<file path="src/rtl/toy_bus_fabric_if.sv">
`default_nettype none
// ============================================================================
// Module   : toy_bus_fabric_if
// Brief    : CPU-side and slave-side signals of the toy bus fabric.
// Revision : 1.0 - initial release
// ============================================================================
interface toy_bus_fabric_if #(
    parameter int NSLAVES = 6
);
    logic                  i_req;
    logic [15:0]           i_addr;
    logic                  i_we;
    logic [15:0]           i_wdata;
    logic [15:0]           o_rdata;
    logic                  o_ready;
    logic [15:0]           o_addr;
    logic [15:0]           o_wdata;
    logic                  o_we;
    logic [NSLAVES-1:0]    o_sel;
    logic [NSLAVES*16-1:0] i_rdata;
    logic [NSLAVES-1:0]    i_slv_ready;
    logic                  o_fault_int;

    // Fabric view
    modport slave (
        input  i_req, i_addr, i_we, i_wdata, i_rdata, i_slv_ready,
        output o_rdata, o_ready, o_addr, o_wdata, o_we, o_sel, o_fault_int
    );

    // CPU and peripheral view
    modport master (
        output i_req, i_addr, i_we, i_wdata, i_rdata, i_slv_ready,
        input  o_rdata, o_ready, o_addr, o_wdata, o_we, o_sel, o_fault_int
    );
endinterface
`default_nettype wire

</file>
<file path="src/rtl/toy_bus_fabric.sv">
`default_nettype none
// ============================================================================
// Module   : toy_bus_fabric
// Brief    : Base/mask address decoder with wait states, timeout and fault block.
// Revision : 1.0 - initial release
// ============================================================================
module toy_bus_fabric #(
    parameter int                    NSLAVES     = 6,
    parameter logic [NSLAVES*16-1:0] BASE_ADDRS  = {16'h2000, 16'h0430, 16'h0420,
                                                    16'h0410, 16'h0400, 16'h0000},
    parameter logic [NSLAVES*16-1:0] ADDR_MASKS  = {16'hFC00, 16'hFFF0, 16'hFFF0,
                                                    16'hFFFE, 16'hFFFE, 16'hFC00},
    parameter logic [NSLAVES*4-1:0]  WAIT_CYCLES = {4'd1, 4'd0, 4'd0, 4'd0, 4'd0, 4'd1},
    parameter int                    TIMEOUT     = 15,
    parameter logic [15:0]           FAULT_BASE  = 16'h0440
) (
    input  wire logic       i_clk,
    input  wire logic       i_reset,
    toy_bus_fabric_if.slave bus
);

    localparam int         c_idx_w    = (NSLAVES > 1) ? $clog2(NSLAVES) : 1;
    localparam logic [7:0] c_tmo_last = 8'(TIMEOUT - 1);

    typedef enum logic [1:0] {
        ST_IDLE = 2'd0,
        ST_WAIT = 2'd1,
        ST_RESP = 2'd2
    } state_t;

    state_t               r_state;
    state_t               w_state_nxt;

    logic [15:0]          r_addr;
    logic [15:0]          r_wdata;
    logic                 r_we;
    logic                 r_hit;
    logic                 r_fb;
    logic [c_idx_w-1:0]   r_idx;
    logic [NSLAVES-1:0]   r_sel;
    logic [3:0]           r_wcnt;
    logic [7:0]           r_tcnt;
    logic [15:0]          r_rdata;

    logic                 r_flt_valid;
    logic                 r_flt_type;
    logic                 r_flt_write;
    logic                 r_flt_ovf;
    logic [15:0]          r_flt_addr;

    logic                 w_dec_fb;
    logic                 w_dec_hit;
    logic [c_idx_w-1:0]   w_dec_idx;
    logic                 w_slv_rdy;
    logic [15:0]          w_slv_rdata;
    logic [15:0]          w_status;
    logic                 w_done;
    logic                 w_tmo;
    logic                 w_fin;
    logic                 w_fault;
    logic                 w_fb_clear;
    logic [15:0]          w_resp_data;
    logic                 w_ready;
    logic                 w_we;

    // Fault block overrides any window; scanning downwards lets the lowest index win
    always_comb begin
        w_dec_fb  = (bus.i_addr == FAULT_BASE) || (bus.i_addr == FAULT_BASE + 16'd1);
        w_dec_hit = 1'b0;
        w_dec_idx = '0;
        for (int k = NSLAVES - 1; k >= 0; k--) begin
            if ((bus.i_addr & ADDR_MASKS[16*k +: 16]) == BASE_ADDRS[16*k +: 16]) begin
                w_dec_hit = 1'b1;
                w_dec_idx = k[c_idx_w-1:0];
            end
        end
        if (w_dec_fb) begin
            w_dec_hit = 1'b0;
        end
    end

    assign w_slv_rdy   = bus.i_slv_ready[r_idx];
    assign w_slv_rdata = bus.i_rdata[{r_idx, 4'b0000} +: 16];
    assign w_status    = {12'h000, r_flt_ovf, r_flt_write, r_flt_type, r_flt_valid};

    // Non-slave accesses finish their single WAIT cycle at once, giving every
    // access the same two-cycle minimum latency.
    assign w_done     = (r_state == ST_WAIT) && (!r_hit || ((r_wcnt == 4'd0) && w_slv_rdy));
    assign w_tmo      = (r_state == ST_WAIT) && !w_done && (r_tcnt == c_tmo_last);
    assign w_fin      = w_done || w_tmo;
    assign w_fault    = (!r_hit && !r_fb) || w_tmo;
    assign w_fb_clear = r_fb && r_we && (r_addr == FAULT_BASE);

    always_comb begin
        w_resp_data = 16'h0000;
        if (!r_we) begin
            if (r_hit) begin
                w_resp_data = w_done ? w_slv_rdata : 16'h0000;
            end else if (r_fb) begin
                w_resp_data = (r_addr == FAULT_BASE) ? w_status : r_flt_addr;
            end
        end
    end

    always_ff @(posedge i_clk) begin
        if (i_reset) begin
            r_state <= ST_IDLE;
        end else begin
            r_state <= w_state_nxt;
        end
    end

    always_comb begin
        w_state_nxt = r_state;
        w_ready     = 1'b0;
        w_we        = 1'b0;
        case (r_state)
            ST_IDLE: begin
                if (bus.i_req) begin
                    w_state_nxt = ST_WAIT;
                end
            end
            ST_WAIT: begin
                if (w_fin) begin
                    w_state_nxt = ST_RESP;
                end
                w_we = w_done && r_hit && r_we && !i_reset;
            end
            ST_RESP: begin
                w_state_nxt = ST_IDLE;
                w_ready     = !i_reset;
            end
            default: begin
                w_state_nxt = ST_IDLE;
            end
        endcase
    end

    always_ff @(posedge i_clk) begin
        if (i_reset) begin
            r_addr      <= 16'h0000;
            r_wdata     <= 16'h0000;
            r_we        <= 1'b0;
            r_hit       <= 1'b0;
            r_fb        <= 1'b0;
            r_idx       <= '0;
            r_sel       <= '0;
            r_wcnt      <= 4'd0;
            r_tcnt      <= 8'd0;
            r_rdata     <= 16'h0000;
            r_flt_valid <= 1'b0;
            r_flt_type  <= 1'b0;
            r_flt_write <= 1'b0;
            r_flt_ovf   <= 1'b0;
            r_flt_addr  <= 16'h0000;
        end else begin
            case (r_state)
                ST_IDLE: begin
                    if (bus.i_req) begin
                        r_addr  <= bus.i_addr;
                        r_wdata <= bus.i_wdata;
                        r_we    <= bus.i_we;
                        r_hit   <= w_dec_hit;
                        r_fb    <= w_dec_fb;
                        r_idx   <= w_dec_idx;
                        r_sel   <= w_dec_hit ? (NSLAVES'(1) << w_dec_idx) : '0;
                        r_wcnt  <= w_dec_hit ? WAIT_CYCLES[{w_dec_idx, 2'b00} +: 4] : 4'd0;
                        r_tcnt  <= 8'd0;
                    end
                end
                ST_WAIT: begin
                    if (w_fin) begin
                        r_sel   <= '0;
                        r_rdata <= w_resp_data;
                        if (w_fb_clear) begin
                            r_flt_valid <= 1'b0;
                            r_flt_type  <= 1'b0;
                            r_flt_write <= 1'b0;
                            r_flt_ovf   <= 1'b0;
                        end else if (w_fault) begin
                            // Only the first fault is kept; later ones just flag overflow
                            if (!r_flt_valid) begin
                                r_flt_valid <= 1'b1;
                                r_flt_type  <= w_tmo;
                                r_flt_write <= r_we;
                                r_flt_addr  <= r_addr;
                            end else begin
                                r_flt_ovf   <= 1'b1;
                            end
                        end
                    end else begin
                        if (r_wcnt != 4'd0) begin
                            r_wcnt <= r_wcnt - 4'd1;
                        end
                        r_tcnt <= r_tcnt + 8'd1;
                    end
                end
                ST_RESP: begin
                    r_rdata <= 16'h0000;
                end
                default: begin
                end
            endcase
        end
    end

    assign bus.o_ready     = w_ready;
    assign bus.o_we        = w_we;
    assign bus.o_rdata     = r_rdata;
    assign bus.o_addr      = r_addr;
    assign bus.o_wdata     = r_wdata;
    assign bus.o_sel       = r_sel;
    assign bus.o_fault_int = r_flt_valid;

endmodule
`default_nettype wire

</file>
<file path="src/flat_wrapper.sv">
// flat-port wrapper written by rule: the top's interface ports become plain ports
module toy_bus_fabric_flat 
#(
    parameter int                    NSLAVES     = 6,
    parameter logic [NSLAVES*16-1:0] BASE_ADDRS  = {16'h2000, 16'h0430, 16'h0420,
                                                    16'h0410, 16'h0400, 16'h0000},
    parameter logic [NSLAVES*16-1:0] ADDR_MASKS  = {16'hFC00, 16'hFFF0, 16'hFFF0,
                                                    16'hFFFE, 16'hFFFE, 16'hFC00},
    parameter logic [NSLAVES*4-1:0]  WAIT_CYCLES = {4'd1, 4'd0, 4'd0, 4'd0, 4'd0, 4'd1},
    parameter int                    TIMEOUT     = 15,
    parameter logic [15:0]           FAULT_BASE  = 16'h0440
)
  (i_clk, i_reset, bus_i_req, bus_i_addr, bus_i_we, bus_i_wdata, bus_i_rdata, bus_i_slv_ready, bus_o_rdata, bus_o_ready, bus_o_addr, bus_o_wdata, bus_o_we, bus_o_sel, bus_o_fault_int);
  toy_bus_fabric_if #(.NSLAVES(NSLAVES)) bus_i ();
  input  wire logic i_clk;
  input  wire logic i_reset;
  input wire logic [$bits(bus_i.i_req)-1:0] bus_i_req;
  input wire logic [$bits(bus_i.i_addr)-1:0] bus_i_addr;
  input wire logic [$bits(bus_i.i_we)-1:0] bus_i_we;
  input wire logic [$bits(bus_i.i_wdata)-1:0] bus_i_wdata;
  input wire logic [$bits(bus_i.i_rdata)-1:0] bus_i_rdata;
  input wire logic [$bits(bus_i.i_slv_ready)-1:0] bus_i_slv_ready;
  output wire logic [$bits(bus_i.o_rdata)-1:0] bus_o_rdata;
  output wire logic [$bits(bus_i.o_ready)-1:0] bus_o_ready;
  output wire logic [$bits(bus_i.o_addr)-1:0] bus_o_addr;
  output wire logic [$bits(bus_i.o_wdata)-1:0] bus_o_wdata;
  output wire logic [$bits(bus_i.o_we)-1:0] bus_o_we;
  output wire logic [$bits(bus_i.o_sel)-1:0] bus_o_sel;
  output wire logic [$bits(bus_i.o_fault_int)-1:0] bus_o_fault_int;
  assign bus_i.i_req = bus_i_req;
  assign bus_i.i_addr = bus_i_addr;
  assign bus_i.i_we = bus_i_we;
  assign bus_i.i_wdata = bus_i_wdata;
  assign bus_i.i_rdata = bus_i_rdata;
  assign bus_i.i_slv_ready = bus_i_slv_ready;
  assign bus_o_rdata = bus_i.o_rdata;
  assign bus_o_ready = bus_i.o_ready;
  assign bus_o_addr = bus_i.o_addr;
  assign bus_o_wdata = bus_i.o_wdata;
  assign bus_o_we = bus_i.o_we;
  assign bus_o_sel = bus_i.o_sel;
  assign bus_o_fault_int = bus_i.o_fault_int;
  toy_bus_fabric #(.NSLAVES(NSLAVES), .BASE_ADDRS(BASE_ADDRS), .ADDR_MASKS(ADDR_MASKS), .WAIT_CYCLES(WAIT_CYCLES), .TIMEOUT(TIMEOUT), .FAULT_BASE(FAULT_BASE)) u_core (.i_clk(i_clk), .i_reset(i_reset), .bus(bus_i));
endmodule
</file>
<file path="config.mk">
export PLATFORM = sky130hd
export DESIGN_NAME = toy_bus_fabric_flat
export DESIGN_NICKNAME = d
export VERILOG_FILES = /design/src/rtl/toy_bus_fabric_if.sv /design/src/rtl/toy_bus_fabric.sv /design/src/flat_wrapper.sv
export SDC_FILE = /design/constraint.sdc
export NUM_CORES = 1
export LEC_CHECK = 0
export BUFFER_PORTS_ARGS = -buffer_cell sky130_fd_sc_hd__buf_2
export CAP_MARGIN = 20
export CORE_MARGIN = 4
export CORE_UTILIZATION = 50
export DETAILED_ROUTE_END_ITERATION = 7
export GPL_ROUTABILITY_DRIVEN = 0
export GPL_TIMING_DRIVEN = 1
export PLACE_DENSITY = 0.82
export SLEW_MARGIN = 20
export SYNTH_ARGS = -nofsm -noshare
export SYNTH_HDL_FRONTEND = slang
export SYNTH_SLANG_ARGS = --single-unit
</file>
<file path="constraint.sdc">
create_clock -name i_clk -period 7.2 [get_ports i_clk]
set_input_delay 0.72 -clock i_clk [delete_from_list [all_inputs] [get_ports i_clk]]
set_output_delay 0.72 -clock i_clk [all_outputs]
set_load 0.02 [all_outputs]
</file>
; Word-level counts from Yosys, hierarchy flattened
; Cells that the tools add are included.
[classes]
addsub = 2
multipliers = 0
n_div = 0
magnitude_cmp = 1
eq_ne = 16
shifts = 3
mux = 50
bitwise_logic = 2
reduce_logical = 36
[op_table]
columns = operator, n
row1 = 16-bit 2-to-1 mux, 6
row2 = 96-bit by 8-bit indexed part select with 16-bit output, 1
row3 = 16-bit by 11-bit == test with 1-bit output (second input constant), 3
row4 = 16-bit one-hot mux with 2 select lines, 1
row5 = 15-bit by 10-bit == test with 1-bit output (second input constant), 2
row6 = 12-bit by 7-bit == test with 1-bit output (second input constant), 2
row7 = 24-bit by 6-bit indexed part select with 4-bit output (first input constant), 1
row8 = 1-bit 2-to-1 mux, 21
row9 = 3-bit 2-to-1 mux, 6
row10 = 6-bit 2-to-1 mux, 3
row11 = 16-bit zero test, 1
row12 = 4-bit 2-to-1 mux, 4
row13 = 8-bit 2-to-1 mux, 2
row14 = 8-bit one-hot mux with 2 select lines, 1
row15 = 6-bit one-hot mux with 2 select lines, 1
row16 = 4-bit AND reduction, 3
row17 = 1-bit logical AND, 10
row18 = 3-bit AND reduction, 3
row19 = 8-bit by 1-bit adder with 8-bit output (second input constant), 1
row20 = 8-bit by 4-bit == test with 1-bit output (second input constant), 1
row21 = 2-bit inequality test (second input constant), 4
row22 = 4-bit one-hot mux with 2 select lines, 1
row23 = 2-bit nonzero test, 4
row24 = 6-bit by 4-bit == test with 1-bit output (second input constant), 1
row25 = 17 further kinds, 27
[word_totals]
ff_bits = 94
latch_bits = 0
ram_bits = 0
rom_bits = 0
output_inout_bits = 57
n_memories = 0

; Longest topological paths before layout
[logic_depth]
word_depth = 11
ltp_mapped = 9
mapped_depth_nobuf = 7

; Least setup slack after synthesis
; OpenSTA, ideal clock, no wires.
[synth_timing]
kind = register -> output
from = register u_core.r_wcnt[0]
to = output bus_o_we
t_arrival_ns = 2.523
setup_slack_ns = 3.957
path_stages_with_launch = 9
path_buffers = 3
cell_sequence = dfxtp_1 inv_1 ha_1 or3b_2 clkbuf_1 or3_1 buf_2 buf_2 nor4b_1
[synth_between]
elab_chain_len = 8
[synth_rtl]
columns = element, line_no
row1 = "start, declared", toy_bus_fabric.sv:41  ; logic [3:0] r_wcnt;
row2 = "start signal, assigned", toy_bus_fabric.sv:167  ; r_wcnt <= w_dec_hit ? WAIT_CYCLES[{w_dec_idx, 2'b00} +: 4] : 4'd0;
row3 = "start signal, assigned", toy_bus_fabric.sv:193  ; r_wcnt <= r_wcnt - 4'd1;
row4 = 4-bit zero test, toy_bus_fabric.sv:88  ; assign w_done = (r_state == ST_WAIT) && (!r_hit || ((r_wcnt == 4'd0) && w_slv_rdy));
row5 = 1-bit logical AND, toy_bus_fabric.sv:88
row6 = 1-bit logical OR, toy_bus_fabric.sv:88
row7 = 1-bit logical AND, toy_bus_fabric.sv:88
row8 = 1-bit logical AND (3 in a row), toy_bus_fabric.sv:127  ; w_we = w_done && r_hit && r_we && !i_reset;
row9 = 1-bit 2-to-1 mux, toy_bus_fabric.sv:117  ; case (r_state)
row10 = "end, declared", flat_wrapper.sv:27  ; output wire logic [$bits(bus_i.o_we)-1:0] bus_o_we;
; Every way passes these cells.

; Worst setup path after layout
[layout_timing]
from = register u_core.r_idx[0]
to = output bus_o_we
[layout_between]
elab_chain_len = 9
[layout_rtl]
columns = element, line_no
row1 = "start, declared", toy_bus_fabric.sv:39  ; logic [c_idx_w-1:0] r_idx;
row2 = "start signal, assigned", toy_bus_fabric.sv:165  ; r_idx <= w_dec_idx;
row3 = 1-bit binary-select mux with 3-bit select, toy_bus_fabric.sv:82  ; assign w_slv_rdy = bus.i_slv_ready[r_idx];
row4 = 1-bit 2-to-1 mux (implied by the code), toy_bus_fabric.sv:82
row5 = 1-bit logical AND, toy_bus_fabric.sv:88
row6 = 1-bit logical OR, toy_bus_fabric.sv:88
row7 = 1-bit logical AND, toy_bus_fabric.sv:88
row8 = 1-bit logical AND (3 in a row), toy_bus_fabric.sv:127
row9 = 1-bit 2-to-1 mux, toy_bus_fabric.sv:117
; Every way passes these cells. The select of a mux whose other input is x is not followed.

==> impl_metrics.yaml <==
outcome:
  status: "finished clean"
logic_synthesis:
  ys_types: 60
  syn_area_um2: 5020
  synth_flop_cell: "dfxtp_1"
  synth_fp_nets: 694
  async_flop_share_pct: 0
  yosysTopAreaCell: "dfxtp_1"
  ys_ff_latch: 94
  synth_cells: 553
  seq_area_frac_synth_pct: 37.5
  yosys-top-cells-area: "dfxtp_1, mux4_2, nand2_1, mux2i_1, nand2b_1"
  synth_top_area_share_pct: 37.5
  postSynthAreaPerCell_um2: 9.08
  ys.warnings.count: 0
  synth_edf_count: 0
sta:
  fin_tns_setup_ns: 0
  rsz0062_at_grt: "no"
  maxSlewHeadroom_pct: 27.2
  clock_skew_ns: 0.0119
  worst_slew_pin_slew_ns: 1.08
  setup_violations: 0
  hold_viol_final: 0
  min_period_over_period_pct: 59.1
  max_freq_mhz: 235
  period_minus_slack_ns: 4.25
  slew_violations: 0
setup_path:
  cp.arrival_ns: 3.53
  cp-start-kind: "flip-flop"
  critPathSlowestCell: "dfxtp_2"
  cp_cell_sequence: "mux2_2, a222oi_1, or3_1, nor4b_1, buf_2"
  endpoint_kind: "output port"
  path_max_fanout: 36
  cpPeakStageDelay_ns: 0.95
  cp_data_required_time_ns: 6.48
  criticalPathCategory: "flip-flop to output port"
global_routing:
  grt-busiest-layer: "met2"
  grt_usage_pct: 24.2
  grt_use_met3_pct: 6.81
  grt_pass1_vias: 4609
  grt.met1_usage_pct: 30.2
  grt_pass1_wl_um: 22600
  gr-usage-met2_pct: 40.4
  grt_antenna_before_repair: 0
  grt_max_degree: 59
  gr-total-overflow: 0
routing:
  routedWlPerCell_um: 17.1
  vias: 4915
  antenna_left: 0
  wl_um: 14700
  vias_per_cell: 5.72
  drt_pre_antenna_iters: 6
  drt_iter0_markers: 319
  drcViolationCount: 0
power_and_ir_drop:
  p_leak_nw: 2.57
  total_power_mw: 1.17
  vdd_drop_max_mv: 0.0981
  p_per_area_nw_per_um2: 189
floorplanning:
  start_util_pct: 51.3
  top_level_ports: 195
  placementRows: 36
  die_x_um: 108
  design.core.area_um2: 9770
  die_area_um2: 11700
  fp.dieH_um: 108
clock_tree:
  cts_buffers: 9
  insertion_delay_ns: 0.37
  clk_pin_slew_ns: 0.09
  cts_hold_buffers: 0
  cts.path.max_buffers: 2
  h-tree-depth: 3
  tritoncts: "yes"
  root_buffer: "clkbuf_8"
  cts_setup_buffers: 0
  cts_resized: 0
  clock-sinks: 94
layout:
  syn_to_final_growth_pct: 23.6
  fill_cells: 835
  finalNetCount: 863
  drive_gt1_share_pct: 35.9
  fin_area_um2: 6200
  layout_commonest_cell: "buf_2"
  diodes: 0
  final_cell_mix: "buf_2, dfxtp_1, nand2_1"
min_path:
  min_path_type: "flip-flop to flip-flop"
flow_run:
  drv_cap: 0
placed_design:
  placed_area_um2: 6000
  hpwlAfterDp_um: 11400
  portBuffers: 194
==> kinds of logic (layout without fill, tap and decap cells) <==
| kind of cell | Yosys count | in the layout | share of synthesized area [%] |
|---|---|---|---|
| flops | 94 | 94 | 37.5 |
| compound gates | 133 | 133 | 18.6 |
| mux | 62 | 62 | 16.9 |
| simple gates | 215 | 215 | 22.2 |
| buf+inv | 46 | 220 | 3.99 |
| fa+ha+maj | 3 | 3 | 0.748 |
==> report_power, final <==
group / switching, mW / total, mW / internal, mW
Clock: 0.194 / 0.358 / 0.163
Combinational: 0.136 / 0.246 / 0.110
Sequential: 0.0293 / 0.570 / 0.541
Total: 0.360 / 1.17 / 0.814
==> metal layers <==
metal | up-vias | wire length, um
met3 | 28 | 1300
met2 | 220 | 6960
met1 | 2293 | 6060
li1 | 2374 | -
met5 | - | 0
met4 | 0 | 378
==> final timing paths <==
| check | startpoint | to | slack (ns) | depth (start not counted) |
|---|---|---|---|---|
| worst max register to register | u_core.r_idx[0] | u_core.r_flt_addr[6] | 3.62 | 5 |
| worst min-delay path | u_core.bus.o_wdata[12] | u_core.bus.o_wdata[12] | 0.46 | 2 |
| worst min register to register | u_core.bus.o_wdata[12] | u_core.bus.o_wdata[12] | 0.46 | 2 |
| worst max-delay path | u_core.r_idx[0] | bus_o_we | 2.95 | 5 |
==> cell usage after synthesis, types with 4 or more instances <==
cell type,count
a21oi_1,45
a22o_1,16
a22oi_1,17
and2_1,4
buf_2,4
clkbuf_1,28
dfxtp_1,94
inv_1,8
mux2_2,18
mux2i_1,27
mux4_2,16
nand2_1,79
nand2b_1,37
nand3_1,4
nand4_1,8
nor2_1,25
nor2b_1,8
nor3_1,11
nor4_1,8
nor4b_1,7
o21ai_0,11
o22ai_1,4
o2bb2ai_1,12
or3_1,8
==> state kept, by name (all words and copies together), names as in the netlist <==
register,flops
u_core.bus.o_addr,16
u_core.bus.o_fault_int,1
u_core.bus.o_rdata,16
u_core.bus.o_sel,6
u_core.bus.o_wdata,16
u_core.r_fb,1
u_core.r_flt_addr,16
u_core.r_flt_ovf,1
u_core.r_flt_type,1
u_core.r_flt_write,1
u_core.r_hit,1
u_core.r_idx,3
u_core.r_state,2
u_core.r_tcnt,8
u_core.r_wcnt,4
u_core.r_we,1
==> critical path: cells and delay by family (launching register included) <==
family,cells,cell delay [ns]
compound gates,1,0.84
buf+inv,1,0.20
flops,1,0.95
mux,1,0.43
simple gates,2,0.74
==> metrics by stage <==
stage | instances | hold slack [ns] | setup slack (ns) | util (%)
final | 860 | 0.457 | 2.95 | 63.5
after global routing | 860 | 0.477 | 2.69 | 63.5
after CTS | 860 | 0.461 | 2.67 | 63.4
after detailed placement | 844 | 0.447 | 3.07 | 61.4
after global placement | 844 | 0.440 | 3.23 | 61.4
after floorplan | 553 | 0.439 | 3.96 | -
==> final cells by class <==
cell class	instances	area, um2	share of cell area, %
Clock buffer	10	128	2.06
Clock inverter	6	68.8	1.11
Inverter	8	30.0	0.484
Multi-Input combinational cell	413	2940	47.4
Sequential cell	94	1880	30.4
Tap cell	133	166	2.68
Timing Repair Buffer	196	986	15.9
Power figures use the tool's default switching activity.
